File: src/rtl/umi_req_arbiter.sv
// Round-robin arbiter sharing one UMI host request port between N sources
// through a one-entry output register. Define UMI_ARB_PRIO0_EN for strict priority of requester 0.
module umi_req_arbiter #(
    parameter int N          = 2,
    parameter int CMD_WIDTH  = 32,
    parameter int ADDR_WIDTH = 64,
    parameter int DATA_WIDTH = 128
) (
    input  logic                      clk,
    input  logic                      nreset,
    input  logic [N-1:0]              in_req_valid,
    input  logic [N*CMD_WIDTH-1:0]    in_req_cmd,
    input  logic [N*ADDR_WIDTH-1:0]   in_req_dstaddr,
    input  logic [N*ADDR_WIDTH-1:0]   in_req_srcaddr,
    input  logic [N*DATA_WIDTH-1:0]   in_req_data,
    output logic [N-1:0]              in_req_ready,
    output logic                      out_req_valid,
    output logic [CMD_WIDTH-1:0]      out_req_cmd,
    output logic [ADDR_WIDTH-1:0]     out_req_dstaddr,
    output logic [ADDR_WIDTH-1:0]     out_req_srcaddr,
    output logic [DATA_WIDTH-1:0]     out_req_data,
    output logic [$clog2(N)-1:0]      out_req_id,
    input  logic                      out_req_ready
);
    localparam int IDW = $clog2(N);

    logic [CMD_WIDTH-1:0]  cmd_arr  [N];
    logic [ADDR_WIDTH-1:0] dst_arr  [N];
    logic [ADDR_WIDTH-1:0] src_arr  [N];
    logic [DATA_WIDTH-1:0] data_arr [N];

    logic                  valid_reg;
    logic [CMD_WIDTH-1:0]  cmd_reg;
    logic [ADDR_WIDTH-1:0] dst_reg;
    logic [ADDR_WIDTH-1:0] src_reg;
    logic [DATA_WIDTH-1:0] data_reg;
    logic [IDW-1:0]        id_reg;
    logic [IDW-1:0]        last_reg;

    logic                  load;
    logic                  any_valid;
    logic [IDW-1:0]        win_idx;
    logic                  upd_last;

    // First valid requester after 'last', wrapping modulo N.
    function automatic logic [IDW-1:0] rr_pick(input logic [N-1:0] v, input logic [IDW-1:0] last);
        logic [IDW-1:0] pick;
        logic           found;
        int             c;
        pick  = '0;
        found = 1'b0;
        for (int k = 1; k <= N; k++) begin
            c = (int'(last) + k) % N;
            if (!found && v[c]) begin
                pick  = IDW'(c);
                found = 1'b1;
            end
        end
        return pick;
    endfunction

    generate
        for (genvar gi = 0; gi < N; gi++) begin : g_lane
            assign cmd_arr[gi]      = in_req_cmd[gi*CMD_WIDTH +: CMD_WIDTH];
            assign dst_arr[gi]      = in_req_dstaddr[gi*ADDR_WIDTH +: ADDR_WIDTH];
            assign src_arr[gi]      = in_req_srcaddr[gi*ADDR_WIDTH +: ADDR_WIDTH];
            assign data_arr[gi]     = in_req_data[gi*DATA_WIDTH +: DATA_WIDTH];
            // Gated by nreset so no handshake can complete while held in reset.
            assign in_req_ready[gi] = nreset && load && any_valid && (win_idx == IDW'(gi));
        end
    endgenerate

    assign any_valid = |in_req_valid;
    assign load      = !valid_reg || out_req_ready;

    always_comb begin
        win_idx  = '0;
        upd_last = 1'b1;
`ifdef UMI_ARB_PRIO0_EN
        // Requester 0 bypasses the rotation and leaves the pointer untouched.
        if (in_req_valid[0]) begin
            win_idx  = '0;
            upd_last = 1'b0;
        end else begin
            win_idx = rr_pick({in_req_valid[N-1:1], 1'b0}, last_reg);
        end
`else
        win_idx = rr_pick(in_req_valid, last_reg);
`endif
    end

    always_ff @(posedge clk or negedge nreset) begin
        if (!nreset) begin
            valid_reg <= 1'b0;
            cmd_reg   <= '0;
            dst_reg   <= '0;
            src_reg   <= '0;
            data_reg  <= '0;
            id_reg    <= '0;
            last_reg  <= IDW'(N-1);
        end else if (load) begin
            if (any_valid) begin
                valid_reg <= 1'b1;
                cmd_reg   <= cmd_arr[win_idx];
                dst_reg   <= dst_arr[win_idx];
                src_reg   <= src_arr[win_idx];
                data_reg  <= data_arr[win_idx];
                id_reg    <= win_idx;
                if (upd_last) begin
                    last_reg <= win_idx;
                end
            end else begin
                valid_reg <= 1'b0;
            end
        end
    end

    assign out_req_valid   = valid_reg;
    assign out_req_cmd     = cmd_reg;
    assign out_req_dstaddr = dst_reg;
    assign out_req_srcaddr = src_reg;
    assign out_req_data    = data_reg;
    assign out_req_id      = id_reg;

endmodule
File: config.mk
export PLATFORM = sky130hd
export DESIGN_NAME = umi_req_arbiter
export DESIGN_NICKNAME = d
export VERILOG_FILES = /design/src/rtl/umi_req_arbiter.sv
export SDC_FILE = /design/constraint.sdc
export NUM_CORES = 1
export LEC_CHECK = 0
export ABC_AREA = 1
export CORE_AREA = 10 10 327 329
export CTS_CLUSTER_DIAMETER = 200
export DETAILED_ROUTE_END_ITERATION = 12
export DIE_AREA = 0 0 337 339
export PLACE_DENSITY = 0.4
export SYNTH_ARGS = -nofsm -noshare
export SYNTH_HDL_FRONTEND = slang
export SYNTH_SLANG_ARGS = --single-unit
File: constraint.sdc
create_clock -name clk -period 1.8 [get_ports clk]
set_input_delay 0.36 -clock clk [delete_from_list [all_inputs] [get_ports clk]]
set_output_delay 0.36 -clock clk [all_outputs]
set_load 0.01 [all_outputs]
==> impl_metrics.yaml <==
synth:
  synth-seq-cells: 291
  netlist_area_mm2: 0.0164
  yosysSeqAreaShare_pct: 44.4
  syn_area_per_cell_um2: 6.61
  yosys.area.top_type: "dfrtp_1"
  syn_nets: 3064
  synthCells: 2483
  synth.area.top_cells: "dfrtp_1 (44%), nand2_1 (20%), nand3_1 (18%)"
  yosysUniqueCellTypes: 15
  yosysWarnings: 0
  synth_top_area_share_pct: 44.2
critical_path:
  path_buf_inv: 3
  crit_required_ps: 1440
  r2r_slack_ps: -50
  cp_slowest_stage_delay_ps: 580
  worst-r2r-cell-count: 9
  critical_path.startpoint_type: "flop"
  r2r_end: "out_req_srcaddr[40]"
  crit_path_end_kind: "primary output"
  worst_ep_arrival_time_ps: 1700
  cp_cell_sequence: "nand2_8, nand2_8, inv_4, buf_6, nor3_4, buf_6"
  crit_family: "flip-flops"
  worstPathMaxFanout: 2
  critPathKind: "reg -> out"
  slowest_stage: "dfstp_2"
  r2r-start: "last_reg"
detailed_routing:
  wl_met2_um: 46800
  remaining_drc_errors: 0
  drtIter0Drc: 806
  drtAntennaViolNets: 0
  drtPass1Iterations: 4
  drt-met1-wl_um: 36700
  totalWireLength_um: 94200
  top_layer_used: "met5"
  routed-via-count: 18407
  met3_length_um: 8320
  vias_per_cell: 3.91
  routedWlPerCell_um: 20.0
timing:
  max_slew_margin_pct: 58.6
  rsz0062_at_grt: "yes"
  finalHoldViolCount: 0
  finalClockSkew_ps: 21.8
  worstMarginPinSlew_ps: 622
  fin_crit_sh_pct: 114
  fin_setup_tns_ps: -1320
  max_freq_ghz: 0.485
  finalWorstSetupSlack_ps: -261
  maxSlewViolCount: 0
  period_needed_ps: 2060
  finalSetupViolations: 37
clocking:
  cts_root_buffer: "clkbuf_16"
  clkTransAtPathRegs_ps: 60
  cts.sinks: 291
  clock_path_buffers: 3
  htreeDepth: 2
  clk_latency_ps: 570
  numCtsBuffers: 42
  cts_tree: "done"
die:
  dieArea_mm2: 0.114
  start_util_pct: 16.4
  fp.dieH_um: 339
  core_mm2: 0.0999
  placementRows: 116
  die-width_um: 337
  pin_count: 873
job:
  maxCapViolations: 0
grt:
  antenna_found_initial: 19
  grt_pass1_wl_um: 133000
  gr-usage-all-layers_pct: 15.5
  gr-total-overflow: 0
  grt_max_degree: 100
  grt_pass1_vias: 19033
finish:
  drive_above_1_share_pct: 6.58
  final_nets: 3955
  largest_reg_flops: 128
  final_cell_mix: "nand2_1 (870), inv_1 (579), clkdlybuf4s50_1 (577), nand3_1 (575), dfrtp_1 (286)"
  fill_cells: 11209
  area_growth_pct: 75.8
  finalInstanceArea_mm2: 0.0288
  final_common_cell: "nand2_1"
power:
  powerDensity_mw_per_mm2: 839
  p_leak_uw: 0.0158
  p_total_uw: 24200
  vdd_drop_max_mv: 0.607
worst_hold_path:
  worstHoldEndpoint: "out_req_valid"
  min_path_type: "in -> reg"
  min-delay-start: "in_req_valid[1]"
  hold_depth: 3
placement:
  place_area_mm2: 0.0274
  numPortBuffers: 872
  place.gp.congestion: 0.813
  place_hpwl_um: 72100
status:
  failed_checks: "setup timing"
  status: "finished, violations left"
-- per-stage QoR --
stage | instances | hold WS [ps] | utilization, % | setup WS [ps]
floorplan | 2483 | 64.4 | - | 131
global placement | 4613 | 373 | 27.4 | -660
detailed placement | 4613 | 375 | 27.4 | -684
CTS | 4691 | 48.2 | 28.6 | -330
global route | 4710 | 82.2 | 28.9 | -351
finish | 4713 | 99.7 | 28.9 | -261
-- kinds of logic (layout without fill, tap and decap cells) --
group / after synthesis / after routing / share of synthesized area (%)
and+or+nand+nor: 1454 / 1454 / 37.8
DFF: 291 / 291 / 44.4
buffers and inverters: 737 / 1660 / 17.8
other: 0 / 9 / 0
AOI/OAI and AO/OA: 1 / 1 / 0.0305
-- timing repair --
| action | 4_1_cts | 5_1_grt |
|---|---|---|
| buffers inserted | 1 | 8 |
| gates cloned | 0 | 6 |
| resized for setup | 334 | 9 |
| setup endpoints to repair | 292 | 150 |
| hold buffers | 1 | 0 |
| hold endpoints to repair | 42 | 0 |
| pin swaps | 2 | 0 |
-- power breakdown --
part           switching [uW]  internal (uW)  leakage (uW)
Sequential                602           7600       0.00350
Clock                    3340           5300      0.000704
Combinational            3910           3460        0.0116
Total                    7850          16400        0.0158
-- worst reg2reg max path, delay by kind of cell, from the launching register on --
kind | cells | cell delay [ps]
buf+inv | 4 | 790
flops | 1 | 580
simple gates | 5 | 350
-- how the worst max path moves through the flow --
| stage | start | endpoint | slack [ps] | depth (start not counted) |
|---|---|---|---|---|
| finish | last_reg | in_req_ready[0] | -260 | 6 |
| global route | last_reg | in_req_ready[0] | -350 | 6 |
| CTS | last_reg | in_req_ready[0] | -330 | 6 |
| detailed placement | out_req_ready | in_req_ready[1] | -680 | 6 |
| global placement | out_req_ready | in_req_ready[1] | -660 | 6 |
| floorplan | last_reg | in_req_ready[0] | 130 | 5 |
-- synth_stat cells --
cell type  instances
nor2_1             3
nor3_1             1
buf_6              2
o21ai_1            1
nand2_2            2
nand3_1          576
dfrtp_1          290
buf_1              2
nor2_4             1
buf_4             13
clkbuf_1          68
nand2_1          871
inv_1            580
dfstp_2            1
buf_2             72
-- metal layers --
layer	track usage [%]	up-vias
met5	0	-
met4	4.17	18
met3	5.86	111
met2	27.7	580
met1	16.9	8524
li1	-	9174
-- area by class of cell --
cell class	instances	area, um^2	area share [%]
repair buffers	1004	10000	34.8
flip-flops and latches	291	7290	25.3
multi-input cells	1455	6260	21.7
inverters	580	2180	7.56
well taps	1298	1620	5.63
clock buffers	70	1370	4.75
clock inverters	6	57.6	0.200
diodes	9	22.5	0.0781
Power figures use the tool's default switching activity.
